--- config.mk ---
export PLATFORM = sky130hd
export DESIGN_NAME = gpio_clk_ctrl_flat
export DESIGN_NICKNAME = d
export VERILOG_FILES = /design/src/rtl/gpio_clk_ctrl_if.sv /design/src/rtl/gpio_clk_ctrl.sv /design/src/flat_wrapper.sv
export SDC_FILE = /design/constraint.sdc
export NUM_CORES = 1
export LEC_CHECK = 0
export CAP_MARGIN = 20
export CORE_UTILIZATION = 59
export CTS_BUF_LIST = sky130_fd_sc_hd__clkbuf_16
export CTS_CLUSTER_SIZE = 14
export DETAILED_ROUTE_END_ITERATION = 8
export PLACE_DENSITY = 0.89
export SETUP_SLACK_MARGIN = 0.3
export SYNTH_ARGS = -nofsm -noshare
export SYNTH_HDL_FRONTEND = slang
export SYNTH_SLANG_ARGS = --single-unit
--- constraint.sdc ---
create_clock -name clk -period 4.8 [get_ports clk]
set_input_delay 0.96 -clock clk [delete_from_list [all_inputs] [get_ports clk]]
set_output_delay 0.96 -clock clk [all_outputs]
set_load 0.02 [all_outputs]
--- src/rtl/gpio_clk_ctrl_if.sv ---
// Command/config/status bundle between the GPIO control logic (master) and
// the divided-clock run sequencer (slave).
interface gpio_clk_ctrl_if #(
  parameter int width = 24
);
  logic             cfg_valid;
  logic             cfg_ready;
  logic [width-1:0] cfg_max_count;
  logic [15:0]      cfg_edges;
  logic             start;
  logic             stop;
  logic             div_clk;
  logic             busy;
  logic             done;

  modport master (
    output cfg_valid, cfg_max_count, cfg_edges, start, stop,
    input  cfg_ready, div_clk, busy, done
  );

  modport slave (
    input  cfg_valid, cfg_max_count, cfg_edges, start, stop,
    output cfg_ready, div_clk, busy, done
  );
endinterface

--- src/rtl/gpio_clk_ctrl.sv ---
// Glitch-free start/stop/burst/retune sequencer owning the divide counter and
// the registered div_clk output.
module gpio_clk_ctrl #(
  parameter int width       = 24,
  parameter int default_max = 10
) (
  input  logic          clk,
  input  logic          rst,
  gpio_clk_ctrl_if.slave bus
);
  typedef enum logic [1:0] {IDLE, RUN, DRAIN} state_t;

  state_t           state, state_n;
  logic [width-1:0] count, count_n;
  logic [width-1:0] active_max, active_max_n;
  logic [width-1:0] pending_max, pending_max_n;
  logic             pending, pending_n;
  logic [15:0]      edges_reg, edges_reg_n;
  logic [15:0]      target, target_n;
  logic [15:0]      periods, periods_n;
  logic             div_q, div_n;
  logic             done_q, done_n;
  logic             xfer, hit;

  assign bus.cfg_ready = !pending;
  assign bus.div_clk   = div_q;
  assign bus.busy      = (state != IDLE);
  assign bus.done      = done_q;

  assign xfer = bus.cfg_valid && !pending;
  assign hit  = (count == active_max);

  always_comb begin
    state_n       = state;
    count_n       = count;
    active_max_n  = active_max;
    pending_max_n = pending_max;
    pending_n     = pending;
    edges_reg_n   = edges_reg;
    target_n      = target;
    periods_n     = periods;
    div_n         = div_q;
    done_n        = 1'b0;

    if (xfer) begin
      edges_reg_n = bus.cfg_edges;
      if (state == IDLE) begin
        active_max_n = bus.cfg_max_count;
      end else begin
        pending_max_n = bus.cfg_max_count;
        pending_n     = 1'b1;
      end
    end

    case (state)
      IDLE: begin
        count_n = '0;
        div_n   = 1'b0;
        if (bus.start && !bus.stop) begin
          state_n   = RUN;
          target_n  = xfer ? bus.cfg_edges : edges_reg;
          periods_n = '0;
        end
      end
      RUN: begin
        if (bus.stop && !div_q) begin
          // Low phase: safe to park immediately; a held retune is applied now
          // since no further toggle will happen in this run.
          state_n = IDLE;
          count_n = '0;
          done_n  = 1'b1;
          if (pending) begin
            active_max_n = pending_max;
            pending_n    = 1'b0;
          end
        end else if (hit) begin
          count_n = '0;
          div_n   = !div_q;
          if (pending) begin
            active_max_n = pending_max;
            pending_n    = 1'b0;
          end
          if (div_q) begin
            periods_n = periods + 16'd1;
            if (bus.stop || (target != '0 && periods + 16'd1 == target)) begin
              state_n = IDLE;
              done_n  = 1'b1;
            end
          end
        end else begin
          count_n = count + 1'b1;
          if (bus.stop) state_n = DRAIN;
        end
      end
      DRAIN: begin
        if (hit) begin
          count_n = '0;
          div_n   = 1'b0;
          state_n = IDLE;
          done_n  = 1'b1;
          if (pending) begin
            active_max_n = pending_max;
            pending_n    = 1'b0;
          end
        end else begin
          count_n = count + 1'b1;
        end
      end
      default: state_n = IDLE;
    endcase
  end

  always_ff @(posedge clk or posedge rst) begin
    if (rst) begin
      state       <= IDLE;
      count       <= '0;
      active_max  <= width'(default_max);
      pending_max <= '0;
      pending     <= 1'b0;
      edges_reg   <= '0;
      target      <= '0;
      periods     <= '0;
      div_q       <= 1'b0;
      done_q      <= 1'b0;
    end else begin
      state       <= state_n;
      count       <= count_n;
      active_max  <= active_max_n;
      pending_max <= pending_max_n;
      pending     <= pending_n;
      edges_reg   <= edges_reg_n;
      target      <= target_n;
      periods     <= periods_n;
      div_q       <= div_n;
      done_q      <= done_n;
    end
  end
endmodule

--- src/flat_wrapper.sv ---
// flat-port wrapper written by rule: the top's interface ports become plain ports
module gpio_clk_ctrl_flat 
#(
  parameter int width       = 24,
  parameter int default_max = 10
)
  (clk, rst, bus_cfg_valid, bus_cfg_max_count, bus_cfg_edges, bus_start, bus_stop, bus_cfg_ready, bus_div_clk, bus_busy, bus_done);
  gpio_clk_ctrl_if #(.width(width)) bus_i ();
  input  logic clk;
  input  logic rst;
  input wire logic [$bits(bus_i.cfg_valid)-1:0] bus_cfg_valid;
  input wire logic [$bits(bus_i.cfg_max_count)-1:0] bus_cfg_max_count;
  input wire logic [$bits(bus_i.cfg_edges)-1:0] bus_cfg_edges;
  input wire logic [$bits(bus_i.start)-1:0] bus_start;
  input wire logic [$bits(bus_i.stop)-1:0] bus_stop;
  output wire logic [$bits(bus_i.cfg_ready)-1:0] bus_cfg_ready;
  output wire logic [$bits(bus_i.div_clk)-1:0] bus_div_clk;
  output wire logic [$bits(bus_i.busy)-1:0] bus_busy;
  output wire logic [$bits(bus_i.done)-1:0] bus_done;
  assign bus_i.cfg_valid = bus_cfg_valid;
  assign bus_i.cfg_max_count = bus_cfg_max_count;
  assign bus_i.cfg_edges = bus_cfg_edges;
  assign bus_i.start = bus_start;
  assign bus_i.stop = bus_stop;
  assign bus_cfg_ready = bus_i.cfg_ready;
  assign bus_div_clk = bus_i.div_clk;
  assign bus_busy = bus_i.busy;
  assign bus_done = bus_i.done;
  gpio_clk_ctrl #(.width(width), .default_max(default_max)) u_core (.clk(clk), .rst(rst), .bus(bus_i));
endmodule
# ---- Word level (Yosys, flattened, before mapping)
# Index checks and enable logic that the tools add are counted.
dict set report totals {
  input_bits 45
  output_inout_bits 4
  ff_bits 125
  elab_cells 82
}
dict set report classes {
  muxes 39
  n_reduce_logical 18
  n_bitwise 1
  add_sub_neg 2
  eq_ne 12
}
# op count
set op_table {}
lappend op_table {{$mux 24} 7}
lappend op_table {{$mux 16} 5}
lappend op_table {{$pmux 24 s3} 1}
lappend op_table {{$pmux 24 s2} 1}
lappend op_table {{$pmux 16 s2} 1}
lappend op_table {{$add 24x1->24 const B} 1}
lappend op_table {{$eq 24x24->1} 1}
lappend op_table {{$add 16x1->16 const B} 1}
lappend op_table {{$eq 16x16->1} 1}
lappend op_table {{$reduce_bool 16->1} 1}
lappend op_table {{$mux 2} 7}
lappend op_table {{$mux 1} 13}
lappend op_table {{$reduce_and 5->1} 2}
lappend op_table {{$ne 2x1->1 const B} 3}
lappend op_table {{$pmux 2 s3} 1}
lappend op_table {{$logic_and 1x1->1} 4}
lappend op_table {{$ne 2x2->1 const B} 2}
lappend op_table {{$ne 4x2->1 const B} 1}
lappend op_table {{$ne 4x3->1 const B} 1}
lappend op_table {{$ne 4x4->1 const B} 1}
lappend op_table {{$pmux 1 s2} 2}
lappend op_table {{$reduce_and 2->1} 2}
lappend op_table {{$reduce_and 4->1} 1}
lappend op_table {{$reduce_bool 2->1} 2}
lappend op_table {{8 further kinds} 10}

# ---- Depth between registers and ports, before layout
# Gate-level depths: netlist (run 1).
dict set report depth {
  ltp_word 9
  ltp_mapped 11
  mapped_depth_nobuf 9
}

# ---- Worst setup path before layout (run 1)
# Ideal clock, no wire load.
dict set report synth_timing {
  path_kind {in2reg}
  from {input bus_cfg_valid}
  to {register u_core.pending_max[0]}
  setup_slack_ns 2.242
  setup_time_ns 0.125
  required_time_ns 4.675
  arrival_time_ns 2.433
  stages 6
  n_path_buf 3
  cell_sequence {nor2b_1 > clkbuf_1 > and2_1 > clkbuf_1 > clkbuf_1 > mux2_2}
}
dict set report synth_via {
  elab_chain_len 2
}
# item line
set synth_lines {}
lappend synth_lines {{from (decl)} flat_wrapper.sv:11} ;# input wire logic [$bits(bus_i.cfg_valid)-1:0] bus_cfg_valid;
lappend synth_lines {{$logic_and 1x1->1} gpio_clk_ctrl.sv:30} ;# assign xfer = bus.cfg_valid && !pending;
lappend synth_lines {{$reduce_and 2->1 (no line)} n/a}
lappend synth_lines {{to (signal assigned)} gpio_clk_ctrl.sv:129} ;# pending_max <= pending_max_n;
lappend synth_lines {{to (decl)} gpio_clk_ctrl.sv:16} ;# logic [width-1:0] pending_max, pending_max_n;
# No other way between the ends.
# A chain may end at the register's enable or synchronous reset.

# ---- Worst setup path in the final report (run 1)
dict set report layout_timing {
  from {register u_core.state[1]}
  to {register u_core.periods[9]}
}
dict set report layout_via {
  elab_chain_len 3
}
# item line
set layout_lines {}
lappend layout_lines {{from (decl)} gpio_clk_ctrl.sv:13} ;# state_t state, state_n;
lappend layout_lines {{from (signal assigned)} gpio_clk_ctrl.sv:126} ;# state <= state_n;
lappend layout_lines {{$eq 2x1->1 or $logic_not 2->1 (tied branches)} gpio_clk_ctrl.sv:55} ;# case (state)
lappend layout_lines {{$ne 2x1->1 (no line) (tied with other cells)} n/a}
lappend layout_lines {{$reduce_and 5->1 (no line)} n/a}
lappend layout_lines {{to (signal assigned)} gpio_clk_ctrl.sv:133} ;# periods <= periods_n;
lappend layout_lines {{to (decl)} gpio_clk_ctrl.sv:20} ;# logic [15:0] periods, periods_n;
# Parallel ways exist; a longest one is shown, timed or not.

==> results of run 1 <==
## routing by layer
layer  vias up  wire [um]  global-route usage, %
met3        72       1460                   7.29
li1       2387          -                      -
met5         -          0                      0
met2       298       8070                   46.7
met4         0        594                   14.5
met1      2636       6770                   41.0
## kinds of logic (layout without fill, tap and decap cells)
logic type,Yosys count,after routing,synth area share [%]
DFF,125,125,46.3
muxes,68,68,10.8
adders and majority gates,6,6,1.11
buffers and inverters,53,104,4.35
AOI/OAI and AO/OA,119,119,13.7
and+or+nand+nor,221,221,16.7
xor gates and xnor gates,54,54,6.99
## synthesized netlist by cell type, types with 4 or more instances
master and instances:
a21oi_1 13, and2_1 8, and4_1 4, buf_2 5
buf_6 4, clkbuf_1 20, dfrtp_1 123, ha_1 6
inv_1 17, mux2_2 41, mux2i_1 27, nand2_1 81
nand2b_1 4, nand3_1 22, nand4_1 14, nor2_1 35
nor2b_1 5, nor3_1 8, nor4_1 10, nor4_2 5
o21ai_0 43, o2bb2ai_1 4, o2bb2ai_2 20, o31ai_1 12
o41ai_1 4, or3_1 6, xnor2_1 18, xor2_1 36
## stage by stage
stage | cell area [sq um] | cells | hold slack [ns] | utilization, % | worst slack [ns]
4_1_cts | 7770 | 836 | 0.480 | 70.7 | 1.86
5_1_grt | 7790 | 837 | 0.508 | 70.9 | 1.54
3_3_place_gp | 7230 | 804 | 0.464 | 65.8 | 1.57
3_5_place_dp | 7230 | 804 | 0.468 | 65.8 | 1.46
6_report | 7790 | 837 | 0.487 | 70.9 | 1.69
2_1_floorplan | 6760 | 646 | 0.452 | - | 0.516
## worst max-delay path, stage by stage, from the launching register on
cell and delay (ns):
dfrtp_1 0.42, inv_1 0.10, ha_1 0.61, inv_1 0.43, nor4_2 0.43, nand3_1 0.49
o41ai_1 0.50
## path summary, 6_finish.rpt
| kind | startpoint | to | depth (start not counted) |
|---|---|---|---|
| max | u_core.state[1] | u_core.periods[9] | 6 |
| min | u_core.pending_max[14] | u_core.active_max[14] | 1 |
| max reg2reg | u_core.state[1] | u_core.periods[9] | 6 |
| min reg2reg | u_core.pending_max[14] | u_core.active_max[14] | 1 |
| max in group asynchronous | rst | u_core.target[0] | 3 |
| min in group asynchronous | rst | u_core.edges_reg[2] | 2 |
## report_power, final
group | internal, uW | leakage (uW) | switching [uW]
registers | 1380 | 0.00160 | 297
clock network | 699 | 0.000265 | 475
logic | 649 | 0.00151 | 848
total | 2730 | 0.00337 | 1620
## final cells by class
| type | instances | area [sq um] | share of cell area [%] |
|---|---|---|---|
| Inverter | 18 | 70.1 | 0.899 |
| Timing Repair Buffer | 54 | 543 | 6.97 |
| Clock inverter | 15 | 110 | 1.41 |
| Sequential cell | 125 | 3130 | 40.2 |
| Tap cell | 140 | 175 | 2.25 |
| Multi-Input combinational cell | 468 | 3340 | 42.8 |
| Clock buffer | 17 | 425 | 5.46 |
==> out/metrics.cfg, run 1 <==
[status]
status=complete, no violations

[layout]
final_common_cell=dfrtp_1
insertedDiodeCount=0
layout_common_cells=dfrtp_1 (123), nand2_1 (81), clkdlybuf4s50_1 (48)
final_nets=735
drive_above_1_share_pct=15.8
area_growth_pct=15.2
reg_top3=u_core.active_max: 24 flops, u_core.count: 24 flops, u_core.pending_max: 24 flops
fillers=663

[synth]
synthTopCellsByArea=dfrtp_1 (46%), mux2_2 (6.8%), xor2_1 (4.7%)
synth_cell_types=61
ys_seq_area_share_pct=46.3
synthArstFlopShare_pct=100
synth_edf_count=0
synth_top_area_cell=dfrtp_1
syn_inst=646
synth_ff_type=dfrtp_1
synth_top_area_share_pct=45.5
netlist_area_sq_um=6760
ys_ff_latch=125
yosys_warnings=0
syn_area_per_cell_sq_um=10.5
syn-num-nets=697

[clocking]
cts_root_buffer=clkbuf_16
cts_buffer_depth=2
clock_latency_ns=0.42
cts-htree-levels=4
cts_tree=done
path_clk_slew_ns=0.05
clock_sinks=125
post_cts_buffers=0
cts_hold_buffers=0
numCtsBuffers=17
cts-resized-gates=0

[sta]
slew_violations=0
period_needed_ns=3.11
clock.fmax_mhz=321
slew-limit-headroom_pct=35.9
clock_skew_ns=0.00879
setup_violations=0
period_share_pct=64.8
tns_ns=0
rsz0062_at_grt=false
worst_slew_pin_slew_ns=0.961
hold_violations=0

[power]
power_uw=4350
p_per_area_nw_per_um2=558
p_leak_uw=0.00337
ir_worst_vdd_mv=0.421

[floorplanning]
std_cell_rows=38
die_y_um=109
die_x_um=109
die_area_sq_um=11900
initial_utilization_pct=61.6
num_io_pins=49
core_area_sq_um=11000

[setup_path]
critical_path_arrival_ns=3.41
cp-end-kind=register
worstSetupPathType=reg -> reg
crit_fanout=16
cp-start-kind=register
r2r_setup_slack_ns=1.69
cp_data_required_time_ns=5.10

[detailed_routing]
drt_iter0_markers=617
wirelength_mm=16.9
postRouteAntennaNets=0
drc_errors=0
firstDrtPassIters=6
vias_per_cell=6.44
via_count=5393
wl_per_cell_um=20.2

[global_routing]
grt_antenna_before_repair=0
grt_max_degree=80
grt_usage_pct=30.5
grt_pass1_vias=5319
grt.overflow.total=0
grt_pass1_wl_mm=27.3

[hold_path]
holdCritPathClass=reg -> reg

[placed_design]
hpwl_mm=11.0
gp_congestion=0.919
port_buffers=48

[flow_run]
cap_viol_max_count=0

Note: power is estimated with default switching activity, not from simulation.
==> inputs of run 2 (changes only) <==
- clock period: 4.8 -> 3.1 ns (I/O delays scaled with it)
==> run 2 against run 1 <==
Utilization is 0.74 points higher; total power is 56% higher; clock power is 57% higher; wire length is 1.3% lower; final cell count is 0.96% higher; sequential cell count stayed put; first-iteration DRC count is 1.1% higher; critical path depth is 3 higher; sequential share of layout area is 0.42 points lower; global-route usage is 0.39 points lower.
==> out/metrics.cfg, run 2 (synthesized netlist as in run 1, its figures left out) <==
[status]
status=complete, no violations

[placed_design]
gp_congestion=0.935  ; +1.7%
hpwl_mm=10.7  ; -2.8%
pre_cts_ws_ns=0.347  ; -1.11 ns
dpl-instance-area_sq_um=7290  ; +0.81%
port_buffers=48  ; unchanged
dp.cells=810  ; +0.75%

[setup_path]
cp-end-kind=register
crit_family=simple AND/OR/NAND/NOR gates
cp_cell_sequence=ha_1, nand4_1, buf_4, or3_1, nor4_1, a21oi_1, nor2b_1, nand4_1, a31o_1
crit_fanout=8  ; -8
cp_num_buf_inv=1  ; -1
slowest_stage=dfrtp_1
crit_path_start=u_core.periods[0]
reg2reg_from=u_core.periods[0]
critical_path_arrival_ns=3.02  ; -0.39 ns
crit_top_cell=nand4_1
cp_data_required_time_ns=3.40  ; -1.70 ns
worstSetupPathType=reg -> reg
cpPeakStageDelay_ns=0.47  ; -0.14 ns
cp-start-kind=register

[hold_path]
holdCritPathClass=reg -> reg
worstHoldStart=u_core.pending_max[19]

[clocking]
cts_buffer_depth=2  ; unchanged
clock_latency_ns=0.43  ; about the same
cts_tree=done
cts_root_buffer=clkbuf_16
path_clk_slew_ns=0.05  ; about the same
cts-htree-levels=4  ; unchanged
clock_sinks=125  ; unchanged
numCtsBuffers=17  ; unchanged

[layout]
final_common_cell=dfrtp_1
layout.cells.non_filler=845  ; +0.96%
insertedDiodeCount=0  ; unchanged
reg_top3=u_core.active_max: 24 flops, u_core.count: 24 flops, u_core.pending_max: 24 flops
postLayoutCellArea_sq_um=7870  ; +1.0%
area_growth_pct=16.4
drive_above_1_share_pct=16.6  ; +0.81 points
layout_common_cells=dfrtp_1 (123), nand2_1 (81), clkdlybuf4s50_1 (48)
fillers=651  ; -1.8%
final_nets=743  ; +1.1%

[floorplanning]
die_x_um=109  ; unchanged
die_area_sq_um=11900  ; unchanged
initial_utilization_pct=61.6  ; unchanged
num_io_pins=49  ; unchanged
std_cell_rows=38  ; unchanged
die_y_um=109  ; unchanged
core_area_sq_um=11000  ; unchanged

[global_routing]
grt_use_met2_pct=45.5  ; -1.2 points
grt.met3_usage_pct=7.23  ; -0.060 points
grt_max_degree=126  ; +57%
top_usage_layer=met2
grt_pass1_vias=5313  ; -0.11%
grt_use_met1_pct=41.1  ; +0.13 points
grt_antenna_before_repair=0  ; unchanged
grt_usage_pct=30.1  ; -0.39 points
grt_pass1_wl_mm=26.9  ; -1.5%
grt.overflow.total=0  ; unchanged

[sta]
tns_ns=0  ; unchanged
slew-limit-headroom_pct=56.0  ; +20 points
setup_violations=0  ; unchanged
slew_violations=0  ; unchanged
worst_slew_pin_slew_ns=0.660  ; -0.302 ns
period_share_pct=87.7  ; +23 points
hold_ws_ns=0.490  ; +0.00318 ns
clock.fmax_mhz=368  ; +15%
hold_violations=0  ; unchanged
rsz0062_at_grt=false
fin_ws_ns=0.382  ; -1.31 ns
period_needed_ns=2.72  ; -0.395 ns
clock_skew_ns=0.00835  ; -0.000437 ns

[power]
ir_worst_vdd_mv=0.671  ; +59%
p_per_area_nw_per_um2=863  ; +54%
p_leak_uw=0.00343  ; +1.8%

[detailed_routing]
drc_errors=0  ; unchanged
wirelength_mm=16.7  ; -1.3%
postRouteAntennaNets=0  ; unchanged
drt_iter0_markers=624  ; +1.1%
firstDrtPassIters=7  ; +1
vias_per_cell=6.40  ; -0.73%
wl_per_cell_um=19.7  ; -2.2%
via_count=5405  ; +0.22%

[flow_run]
cap_viol_max_count=0  ; unchanged

run 2: power by group:
group          internal [uW]  switching, uW  total (uW)
Sequential              2140            444        2590
Clock                   1150            692        1840
Combinational           1040           1320        2370
run 2: layer usage:
metal | wire length (um) | vias up
li1 | - | 2409
met2 | 7930 | 333
met3 | 1590 | 66
met4 | 563 | 0
met5 | 0 | -
met1 | 6600 | 2597
run 2: through the flow:
stage	utilization (%)	total power, uW
floorplan	-	4230
global placement	66.4	4710
detailed placement	66.4	4870
CTS	71.3	6740
global route	71.7	7110
finish	71.7	6790
run 2: cell type report:
type	instances	area [sq um]	share of cell area, %
repair buffers	62	598	7.60
well taps	140	175	2.23
inverters	18	71.3	0.906
clock buffers	17	425	5.40
multi-input cells	468	3360	42.6
clock inverters	15	116	1.48
flip-flops and latches	125	3130	39.8
run 2: worst paths after layout:
check | endpoint | slack (ns) | cells after the start
max | u_core.state[1] | 0.38 | 9
min | u_core.active_max[19] | 0.49 | 1
max reg2reg | u_core.state[1] | 0.38 | 9
min reg2reg | u_core.active_max[19] | 0.49 | 1
max in group asynchronous | u_core.periods[14] | 1.87 | 3
min in group asynchronous | u_core.edges_reg[8] | 0.72 | 3
run 2: repair_timing:
item	in CTS	in global routing
hold buffers	0	0
resized for setup	0	3
setup buffers	0	3
setup endpoints to repair	0	13
